## config.mk

```make
export PLATFORM = sky130hd
export DESIGN_NAME = cond_flag_unit
export DESIGN_NICKNAME = d
export VERILOG_FILES = /design/src/rtl/cond_flag_unit.sv
export SDC_FILE = /design/constraint.sdc
export NUM_CORES = 1
export LEC_CHECK = 0
export CORE_UTILIZATION = 29
export DETAILED_ROUTE_END_ITERATION = 6
export SLEW_MARGIN = 20
export SYNTH_ARGS = -nofsm -noshare
export SYNTH_HDL_FRONTEND = slang
export SYNTH_SLANG_ARGS = --single-unit
```

## constraint.sdc

```tcl
create_clock -name i_clk -period 2.9 [get_ports i_clk]
set_input_delay 0.435 -clock i_clk [delete_from_list [all_inputs] [get_ports i_clk]]
set_output_delay 0.435 -clock i_clk [all_outputs]
set_load 0.005 [all_outputs]
```

## src/rtl/cond_flag_unit.sv

```systemverilog
// ----------------------------------------------------------------------------
// cond_flag_unit
//
// Multi-lane ARM condition evaluator that owns the NZCV status register (SR)
// and a save/restore shadow stack used on exception entry and return.
// Every cycle, each lane's 4-bit condition field is evaluated against the
// flags and the pass/fail result is registered. Results appear one cycle
// after the query.
//
// Build option:
//   COND_FWD_EN  defined   : queries see the next-SR value, so an sr_we or
//                            pop in the same cycle is forwarded to them.
//                undefined : queries see the current SR register. A write
//                            becomes visible to queries one cycle later.
//
// Parameters:
//   LANES  number of condition query lanes (1..8)
//   DEPTH  shadow stack entries (power of two, 2..16)
//
// Ports:
//   i_clk        clock, all state changes on the rising edge
//   i_rst        synchronous active-high reset
//   i_sr_we      load i_sr_in into SR
//   i_sr_in      new flags {N,Z,C,V}
//   i_push       save the current SR onto the shadow stack
//   i_pop        restore SR from the top of the shadow stack
//   i_q_valid    per-lane query valid
//   i_q_cond     per-lane condition field, lane i at [4i+3:4i]
//   o_check      registered pass(1)/fail(0) per lane
//   o_check_vld  registered copy of i_q_valid
//   o_sr_out     current SR
//   o_stk_cnt    shadow stack occupancy
//   o_stk_ovf    sticky: push attempted while full
//   o_stk_unf    sticky: pop attempted while empty
// ----------------------------------------------------------------------------
module cond_flag_unit #(
  parameter int LANES = 2,
  parameter int DEPTH = 4
) (
  input  logic                     i_clk,
  input  logic                     i_rst,
  input  logic                     i_sr_we,
  input  logic [3:0]               i_sr_in,
  input  logic                     i_push,
  input  logic                     i_pop,
  input  logic [LANES-1:0]         i_q_valid,
  input  logic [4*LANES-1:0]       i_q_cond,
  output logic [LANES-1:0]         o_check,
  output logic [LANES-1:0]         o_check_vld,
  output logic [3:0]               o_sr_out,
  output logic [$clog2(DEPTH):0]   o_stk_cnt,
  output logic                     o_stk_ovf,
  output logic                     o_stk_unf
);

  localparam int IW = $clog2(DEPTH);
  localparam int CW = IW + 1;

  logic [3:0]       r_sr;
  logic [CW-1:0]    r_cnt;
  logic             r_ovf;
  logic             r_unf;
  logic [LANES-1:0] r_check;
  logic [LANES-1:0] r_check_vld;
  logic [3:0]       r_stk [DEPTH];

  logic             w_empty;
  logic             w_full;
  logic             w_swap;
  logic             w_push_only;
  logic             w_pop_only;
  logic             w_ovf_evt;
  logic             w_unf_evt;
  logic [IW-1:0]    w_top_idx;
  logic [IW-1:0]    w_wr_idx;
  logic [3:0]       w_top;
  logic [3:0]       w_sr_nxt;
  logic [CW-1:0]    w_cnt_nxt;
  logic [3:0]       w_q_flags;
  logic [LANES-1:0] w_check_nxt;

  // Full 16-way decode of the ARM condition field against {N,Z,C,V}.
  function automatic logic f_cond(input logic [3:0] c, input logic [3:0] f);
    logic n, z, cf, v;
    logic res;
    n   = f[3];
    z   = f[2];
    cf  = f[1];
    v   = f[0];
    res = 1'b0;
    case (c)
      4'b0000: res = z;
      4'b0001: res = ~z;
      4'b0010: res = cf;
      4'b0011: res = ~cf;
      4'b0100: res = n;
      4'b0101: res = ~n;
      4'b0110: res = v;
      4'b0111: res = ~v;
      4'b1000: res = cf & ~z;
      4'b1001: res = ~cf | z;
      4'b1010: res = (n == v);
      4'b1011: res = (n != v);
      4'b1100: res = ~z & (n == v);
      4'b1101: res = z | (n != v);
      4'b1110: res = 1'b1;
      default: res = 1'b0;
    endcase
    return res;
  endfunction

  assign w_empty = (r_cnt == '0);
  assign w_full  = (r_cnt == CW'(DEPTH));

  // Push and pop together on a non-empty stack is a swap: the top entry is
  // exchanged with SR and occupancy is unchanged. Because a full stack is
  // never empty, a swap on a full stack is legal and does not overflow.
  // Push and pop on an empty stack degrades to a plain push with no
  // underflow.
  assign w_swap      = i_push & i_pop & ~w_empty;
  assign w_push_only = i_push & (~i_pop | w_empty) & ~w_full;
  assign w_pop_only  = i_pop & ~i_push & ~w_empty;
  assign w_ovf_evt   = i_push & ~i_pop & w_full;
  assign w_unf_evt   = i_pop & ~i_push & w_empty;

  // DEPTH is a power of two, so the low IW bits of the count minus one
  // address the top entry even when the stack is full (count == DEPTH).
  assign w_top_idx = r_cnt[IW-1:0] - IW'(1);
  assign w_wr_idx  = w_swap ? w_top_idx : r_cnt[IW-1:0];
  assign w_top     = r_stk[w_top_idx];

  always_comb begin
    w_sr_nxt = r_sr;
    if (i_pop && !w_empty) begin
      w_sr_nxt = w_top;
    end else if (i_sr_we) begin
      w_sr_nxt = i_sr_in;
    end
  end

  always_comb begin
    w_cnt_nxt = r_cnt;
    if (w_push_only) begin
      w_cnt_nxt = r_cnt + CW'(1);
    end else if (w_pop_only) begin
      w_cnt_nxt = r_cnt - CW'(1);
    end
  end

`ifdef COND_FWD_EN
  assign w_q_flags = w_sr_nxt;
`else
  assign w_q_flags = r_sr;
`endif

  always_comb begin
    w_check_nxt = '0;
    for (int i = 0; i < LANES; i++) begin
      w_check_nxt[i] = f_cond(i_q_cond[4*i +: 4], w_q_flags);
    end
  end

  always_ff @(posedge i_clk) begin
    if (i_rst) begin
      r_sr        <= 4'b0000;
      r_cnt       <= '0;
      r_ovf       <= 1'b0;
      r_unf       <= 1'b0;
      r_check     <= '0;
      r_check_vld <= '0;
    end else begin
      r_sr        <= w_sr_nxt;
      r_cnt       <= w_cnt_nxt;
      r_check     <= w_check_nxt;
      r_check_vld <= i_q_valid;
      if (w_ovf_evt) begin
        r_ovf <= 1'b1;
      end
      if (w_unf_evt) begin
        r_unf <= 1'b1;
      end
    end
  end

  // Stack storage is deliberately not reset; occupancy alone defines what
  // is readable, so clearing the entries would only cost reset fan-out.
  always_ff @(posedge i_clk) begin
    if (!i_rst && (w_push_only || w_swap)) begin
      r_stk[w_wr_idx] <= r_sr;
    end
  end

  assign o_sr_out    = r_sr;
  assign o_stk_cnt   = r_cnt;
  assign o_stk_ovf   = r_ovf;
  assign o_stk_unf   = r_unf;
  assign o_check     = r_check;
  assign o_check_vld = r_check_vld;

endmodule

```

==> summary.txt <==
Outcome
  – Status: completed

Synthesis
  – Mapped Area: 1580 µm²
  – Avg Cell Area, Syn: roughly 11 µm²
  – Ys async rst share: 0%
  – Syn nets: ~170
  – Post-Synthesis Cells: 145
  – Commonest cells post-synth: 16 x edfxtp_1, 16 x nor2_1, 13 x dfxtp_1, 9 x mux2i_1, 9 x nand2_1
  – Yosys top cell by area: edfxtp_1
  – Synth Flop Type: edfxtp_1
  – Synth warnings: 0
  – Area share of the largest cell type after synthesis: 30.3%
  – Post-synth EDFFs: 16
  – Flip-flop and latch count after synthesis: 29
  – Area contributors post-synth: edfxtp_1 30%, dfxtp_1 16%, mux2i_1 5.7%
  – Post-synth cell types: 41
  – Sequential element share of the synthesized area: 46.8%

Setup path
  – Setup crit start kind: flop
  – Arr. time, crit path: 2.78 ns
  – Worst reg-to-reg path cell count: 8
  – Critical path required time: 3.10 ns
  – CP Max Fanout: 9
  – Critical path class: flop to flop
  – Worst R2R End: o_stk_cnt[2]
  – Worst R2R Setup Slack: around 0.32 ns
  – RR Startpoint: o_stk_cnt[0]
  – Worst setup EP type: flop

STA
  – Fmax: 0.388 GHz
  – Pins Over Slew Limit: 0
  – TNS Setup: 0 ns
  – Final hold slack: just under 0.5 ns
  – Period utilisation layout: approximately nine tenths
  – Final hold viol count: 0
  – Tmin final: approximately 2.6 ns
  – Setup-failing EPs final: 0
  – RSZ-0062 raised after global routing: false
  – Relative slew slack: around 64%
  – Measured slew at the worst slew-check pin: 0.535 ns
  – Final Skew: 0.00571 ns

Detailed routing
  – DRC Markers: 0
  – Post-route ant nets: 0
  – DR vias: 1234
  – Wl on met1: ~1500 µm
  – DRT iter0 DRCs: 66
  – Via/cell ratio: 5.04
  – Top Layer Used: met4
  – WL met2: 1590 µm
  – Detailed-router iteration count before antenna repair: 4
  – WL/cell: 13.3 µm
  – Drt total wl: 3270 µm
  – Routed wl met3: roughly 150 µm

Finish
  – Fillers: between 400 and 500
  – Layout cells sized above 1: 8.00%
  – Area Growth Syn to Fin: 27.5%
  – NumNets Final: 195
  – Antenna Cells: 0
  – Final non-filler cell area: 2020 µm²

Hold path
  – Worst hold start: o_stk_unf
  – Hold Crit Endpoint: o_stk_unf
  – HP Class: flop to flop
  – Hold path cells: 2

Floorplanning
  – Std-Cell Rows: 26
  – Total die area: 5760 µm²
  – Starting Density: 30.6%
  – Die Ht: 75.9 µm
  – Core Region: 5170 µm²
  – I/O Pins: 32
  – Chip width: between 70 and 80 µm

Power and ir drop
  – Max VDD drop: 0.269 mV
  – PwrDens: 769 nW/µm²
  – Leakage: 0.691 nW

Global routing
  – Antenna violations before repair: 0
  – Total global-route track usage: around an eighth
  – Pin count of the biggest net entering global routing: 16
  – Total grt overflow: 0
  – Number of global-route vias before repair: roughly 1100
  – Global-route wire length before repair: around 5300 µm

Clock network
  – Root Driver: clkbuf_8
  – CTS max path bufs: 2
  – TritonCTS Buffers: 5
  – Hold_buf cts: 0
  – Reg clk slew, reported paths: 0.06 ns
  – Htree depth: 2
  – Post-CTS setup buffers: 0
  – CTS resizes: 0
  – Worst skew pair latency: 0.28 ns
  – TritonCTS clock tree: yes
  – CTS Sinks: 29

Placement
  – Port bufs: 31
  – DP HPWL: 2270 µm
  – Final RePlAce weighted congestion: around 0.77
  – Dpl cell area: 1940 µm²

Job
  – Max-Cap Viols: 0
==> area by class of cell <==
| cell class | count | area [µm²] | share of cell area (%) |
|---|---|---|---|
| clock buffer | 5 | 68.8 | 3.41 |
| multi-input combinational | 101 | 773 | 38.3 |
| inverter | 5 | 18.8 | 0.929 |
| sequential | 29 | 741 | 36.7 |
| tap | 70 | 87.6 | 4.34 |
| timing repair buffer | 32 | 318 | 15.7 |
| clock inverter | 3 | 12.5 | 0.620 |
==> cells by family after synthesis <==
logic type,count (synthesis),synth area share (%)
AO/OA/AOI/OAI,30,14.8
XOR/XNOR,5,2.77
adder cells (fa/ha/maj),2,2.05
buffers and inverters,15,4.42
flip-flops,29,46.8
multiplexers,13,11.4
AND/OR/NAND/NOR,51,17.9
==> per-layer routing <==
layer	vias up	track usage, %
li1	610	-
met1	590	14.4
met2	30	18.4
met3	4	3.98
met4	0	5.19
met5	-	0
==> metrics by stage <==
step | total power [mW] | util [%] | worst slack, ns | instances
finish | 1.55 | 39.0 | 0.323 | 245
global placement | 1.24 | 37.5 | 0.498 | 237
detailed placement | 1.25 | 37.5 | 0.397 | 237
floorplan | 1.04 | - | 0.672 | 145
CTS | 1.57 | 39.0 | 0.373 | 245
global route | 1.66 | 39.0 | 0.0912 | 245
==> worst max path at each step <==
stage              endpoint  slack [ns]         start
2_1_floorplan  o_stk_cnt[2]        0.67  o_stk_cnt[0]
3_3_place_gp   o_stk_cnt[2]        0.50  o_stk_cnt[0]
3_5_place_dp   o_stk_cnt[2]        0.40  o_stk_cnt[0]
4_1_cts        o_stk_cnt[2]        0.37  o_stk_cnt[0]
5_1_grt        o_stk_cnt[2]        0.09  o_stk_cnt[0]
6_report       o_stk_cnt[2]        0.32  o_stk_cnt[0]
==> where the power goes <==
| group | switching, mW | leakage, nW | internal (mW) |
|---|---|---|---|
| Combinational | 0.289 | 0.393 | 0.319 |
| Clock | 0.145 | 0.0430 | 0.161 |
| Sequential | 0.108 | 0.256 | 0.530 |
| Total | 0.542 | 0.691 | 1.01 |
==> sequential cells by signal, summed over array words and instances (netlist names) <==
| register | count |
|---|---|
| o_sr_out | 4 |
| o_check_vld | 2 |
| o_stk_cnt | 3 |
| o_stk_unf | 1 |
| o_stk_ovf | 1 |
| o_check | 2 |
| r_stk | 16 |
==> cells in the final DEF (no fill, tap or decap), types with 2 or more instances in the layout <==
master / n
xnor2_1: 3
mux2i_1: 9
o2111ai_1: 2
clkinv_1: 2
nand3_1: 3
edfxtp_1: 16
nor2_1: 16
nor2b_1: 3
mux4_2: 4
nand2b_1: 7
nand2_1: 9
or3_1: 3
xor2_1: 2
a211o_1: 4
o21ai_0: 5
clkdlybuf4s50_1: 31
a31oi_1: 2
or4b_2: 2
a41oi_1: 4
clkbuf_8: 5
a211oi_1: 6
dfxtp_1: 13
inv_1: 5
nand3b_1: 2
==> worst max-delay path: stages (launching register included) <==
cell      delay [ns]
dfxtp_1         0.60
inv_1           0.19
ha_1            0.31
mux2i_1         0.30
nand2_1         0.12
fa_1            0.45
o32ai_1         0.31
nand2b_1        0.08
a31oi_1         0.13
Power figures use the tool's default switching activity.
==> variant 1, RTL diff (same settings) <==
Take the reset off `r_sr` and load it in a clocked block of its own.
--- a/src/rtl/cond_flag_unit.sv
+++ b/src/rtl/cond_flag_unit.sv
@@ -162,14 +162,12 @@
 
   always_ff @(posedge i_clk) begin
     if (i_rst) begin
-      r_sr        <= 4'b0000;
       r_cnt       <= '0;
       r_ovf       <= 1'b0;
       r_unf       <= 1'b0;
       r_check     <= '0;
       r_check_vld <= '0;
     end else begin
-      r_sr        <= w_sr_nxt;
       r_cnt       <= w_cnt_nxt;
       r_check     <= w_check_nxt;
       r_check_vld <= i_q_valid;
@@ -182,6 +180,10 @@
     end
   end
 
+  always_ff @(posedge i_clk) begin
+    r_sr <= w_sr_nxt;
+  end
+
   // Stack storage is deliberately not reset; occupancy alone defines what
   // is readable, so clearing the entries would only cost reset fan-out.
   always_ff @(posedge i_clk) begin
Check against the original RTL: not equivalent (Yosys sat finds a counterexample within 4 cycles, from zero or initial values and one cycle with i_rst high).
==> variant 1 against the original RTL <==
Final cell count is 2.9% higher. Combinational power is 14% higher. Worst setup slack better by 0.31 ns. Area after synthesis is 1.3% higher. Core utilization is 0.55 points higher. Final area is 2.0% higher. Sequential cell count stayed put. Non-clock buffer count is 1 higher. Total power is 14% higher. Critical path type unchanged. Synthesized cell count is 4.1% higher. Routed wire length is 2.1% lower.
==> variant 1: results (changes against the original RTL) <==
metric,value,unit,change
outcome,"finished, final reports clean",,
multiInputGateArea,734,um2,-5.0%
nets,202,,+3.6%
synth_compound_area_share,14.5,%,-0.27 points
yosysSeqAreaShare,48.6,%,+1.9 points
grt_max_degree,14,,-2
fillerInstances,513,,+2.8%
met1_usage,13.8,%,-0.60 points
seq_area,781,um2,+5.4%
design.seq.count,29,,unchanged
ys_top_cells_by_count,"nand2_1 (24), edfxtp_1 (20), nor2_1 (15), dfxtp_1 (9)",,
met1_length,1450,um,-3.0%
cp.arrival,2.49,ns,-0.29 ns
wl_met2,1560,um,-1.6%
use_met2,19.2,%,+0.83 points
grt_pass1_vias,1145,,+4.8%
synth_xor_area_share,4.36,%,+1.6 points
synthMuxAreaShare,8.50,%,-2.9 points
syn_nets,172,,+3.6%
dr_wl_met3,123,um,-18%
clockBufferCount,7,,+2
dp_slack,0.430,ns,+0.0331 ns
dp.cells,244,,+3.0%
vdd_ir_drop_max,0.300,mV,+12%
synth_area_leaders,"edfxtp_1 (37%), dfxtp_1 (11%), mux4_2 (5.6%)",,
clkPwrFrac,22.8,%,+3.1 points
worst_slew_pin_slew,0.467,ns,-0.0679 ns
synth_area_per_cell,10.6,um2,-2.7%
synth-edff-count,20,,+4
grt_util_all_layers,11.8,%,+0.15 points
gr-usage-met3,3.71,%,-0.26 points
synth.distinct_cells,49,,+20%
vias,1194,,-3.2%
crit_fanout,5,,-4
finClkSkew,0.00477,ns,-0.000935 ns
synth_fa_ha_area_share,2.03,%,-0.027 points
final-clk-cell-share,5.53,%,+1.5 points
placed_area,1950,um2,+0.45%
switching_share,33.6,%,-1.3 points
routedWlPerCell,12.7,um,-4.8%
grt_pass1_wl,5280,um,+0.13%
r2r_setup_slack,0.63,ns,+0.31 ns
pg_clk,402,uW,+31%
rr_worst_depth,9,,+1
## variant 1: cell types whose count changed in the layout (fill, tap and decap cells not counted), sizes merged, moves of 4 or more
cell    unedited run  this run
edfxtp            16        20
dfxtp             13         9
a211oi             6         0
nand2              9        24
a211o              4         0
o21ai              5         9
mux2i              9         2
## variant 1: worst min-delay path by stage
stage | start | end | slack [ns] | depth (start not counted)
after floorplan | o_stk_unf | o_stk_unf | 0.46 | 2
after global placement | o_stk_unf | o_stk_unf | 0.45 | 2
after detailed placement | o_stk_unf | o_stk_unf | 0.47 | 2
after CTS | o_stk_unf | o_stk_unf | 0.49 | 2
after global routing | o_stk_ovf | o_stk_ovf | 0.54 | 2
final | o_stk_unf | o_stk_unf | 0.48 | 2
## variant 1: critical path, cell delays in order (launching register included)
cell	delay [ns]
dfxtp_1	0.43
inv_1	0.07
ha_1	0.25
mux2i_1	0.26
nand2_1	0.12
fa_1	0.45
o32a_1	0.34
o21ai_0	0.14
a31oi_1	0.05
nor2_1	0.10
==> variant 2, RTL diff (config.mk and constraints unchanged) <==
Made on the original files. Build with the macro `COND_FWD_EN` defined.
--- a/src/rtl/cond_flag_unit.sv
+++ b/src/rtl/cond_flag_unit.sv
@@ -33,6 +33,8 @@
 //   o_stk_ovf    sticky: push attempted while full
 //   o_stk_unf    sticky: pop attempted while empty
 // ----------------------------------------------------------------------------
+`define COND_FWD_EN
+
 module cond_flag_unit #(
   parameter int LANES = 2,
   parameter int DEPTH = 4
Check against the original RTL: not equivalent (a bounded check fails within 4 cycles, from zero or initial values and one cycle with i_rst high).
==> variant 2 against the original RTL <==
Die area rose by 7.8%. Final area rose by 12%. Area after synthesis rose by 8.1%. Highest routed layer unchanged. Routed wire length rose by 28%. Core utilization rose by 1.4 points. Worst setup slack got worse by 0.13 ns. Sequential cell count did not move. Total power rose by 21%. Largest cell class unchanged. Global-route usage rose by 3.2 points. Critical path type unchanged.
==> variant 2: results (changes against the original RTL) <==
metric,value,unit,change
finClkSkew,0.00287,ns,-0.00284 ns
synthMuxAreaShare,12.4,%,+1.1 points
drtIter0Drc,83,,+26%
path_clk_slew,0.06,ns,about the same
grt_pass1_wl,6870,um,+30%
synth_xor_area_share,5.12,%,+2.4 points
start_kind,flop,,
ys_top_cells_by_count,"nor2_1 (21), edfxtp_1 (16), a21oi_1 (13), dfxtp_1 (13), nand2_1 (8)",,
placed_area,2160,um2,+12%
hp-start,o_stk_ovf,,
power,1.88,mW,+21%
cpPeakStageDelay,0.38,ns,-0.22 ns
syn_nets,189,,+14%
synth_area_leaders,"edfxtp_1 (28%), dfxtp_1 (15%), nor2_1 (4.6%)",,
use_met2,22.2,%,+3.8 points
dr_wl_met3,252,um,+68%
gr-usage-met3,3.45,%,-0.53 points
grt_util_all_layers,14.8,%,+3.2 points
insertion_delay,0.28,ns,about the same
seqPwrFrac,33.2,%,-7.9 points
routedWlPerCell,14.8,um,+11%
crit_family,simple AND/OR/NAND/NOR gates,,
fillerInstances,571,,+14%
vdd_ir_drop_max,0.270,mV,+0.67%
outcome,"finished, final reports clean",,
drive_above_1_share,16.2,%,+8.2 points
synth_compound_area_share,15.6,%,+0.87 points
cp.arrival,2.88,ns,+0.10 ns
synth_warnings,0,,unchanged
slowest_stage,dfxtp_4,,
grt_pass1_vias,1334,,+22%
met1_usage,20.6,%,+6.2 points
synth_area_per_cell,10.2,um2,-6.7%
crit_fanout,6,,-3
final_cell_count_no_fill,282,,+15%
synth-edff-count,16,,unchanged
synth.distinct_cells,51,,+24%
wl_met2,1810,um,+14%
place.gp.congestion,0.814,,+5.0%
grt_max_degree,12,,-4
p_sw,704,uW,+30%
antenna_left,0,,unchanged
clockBufferDepth,2,,unchanged
leakagePower,0.835,nW,+21%
worst_slew_pin_slew,0.430,ns,-0.105 ns
dp.cells,274,,+16%
clkPwrFrac,17.5,%,-2.2 points
met1_length,2060,um,+38%
cts_resized,0,,unchanged
dp_hpwl,3150,um,+39%
cts_max_level,2,,unchanged
vias,1427,,+16%
grt_antenna_before_repair,0,,unchanged
first_pass_iters,4,,unchanged
synth_fa_ha_area_share,1.90,%,-0.15 points
yosysSeqAreaShare,43.3,%,-3.5 points
cts_buffers,5,,unchanged
nets,230,,+18%
==> variant 2: cell count changes after synthesis, sizes merged, moves of 3 or more <==
cell and change:
nor2 +5, a211o -4, a21oi +12, xor2 +4
nor3 +4, a41oi -3, nand2b -6, nor2b +3
a211oi -5
==> variant 2: layout make-up <==
type	instances	area, um2	share of cell area (%)
multi-input cells	123	913	40.3
flip-flops and latches	29	746	32.9
repair buffers	44	408	18.0
well taps	72	90.1	3.98
clock buffers	5	68.8	3.04
inverters	6	22.5	0.994
clock inverters	3	17.5	0.773
==> variant 2: stage by stage <==
step,utilization (%),hold WS [ns],worst slack [ns]
after floorplan,-,0.461,0.0160
after global placement,38.6,0.460,0.177
after detailed placement,38.6,0.471,0.0829
after CTS,40.1,0.487,0.0702
after global routing,40.4,0.527,0.0420
final,40.4,0.479,0.189
==> variant 2: final timing paths <==
check	slack [ns]	depth (start not counted)	endpoint
max	0.19	9	o_check[1]
min	0.48	2	o_stk_ovf
max reg2reg	0.19	9	o_check[1]
min reg2reg	0.48	2	o_stk_ovf
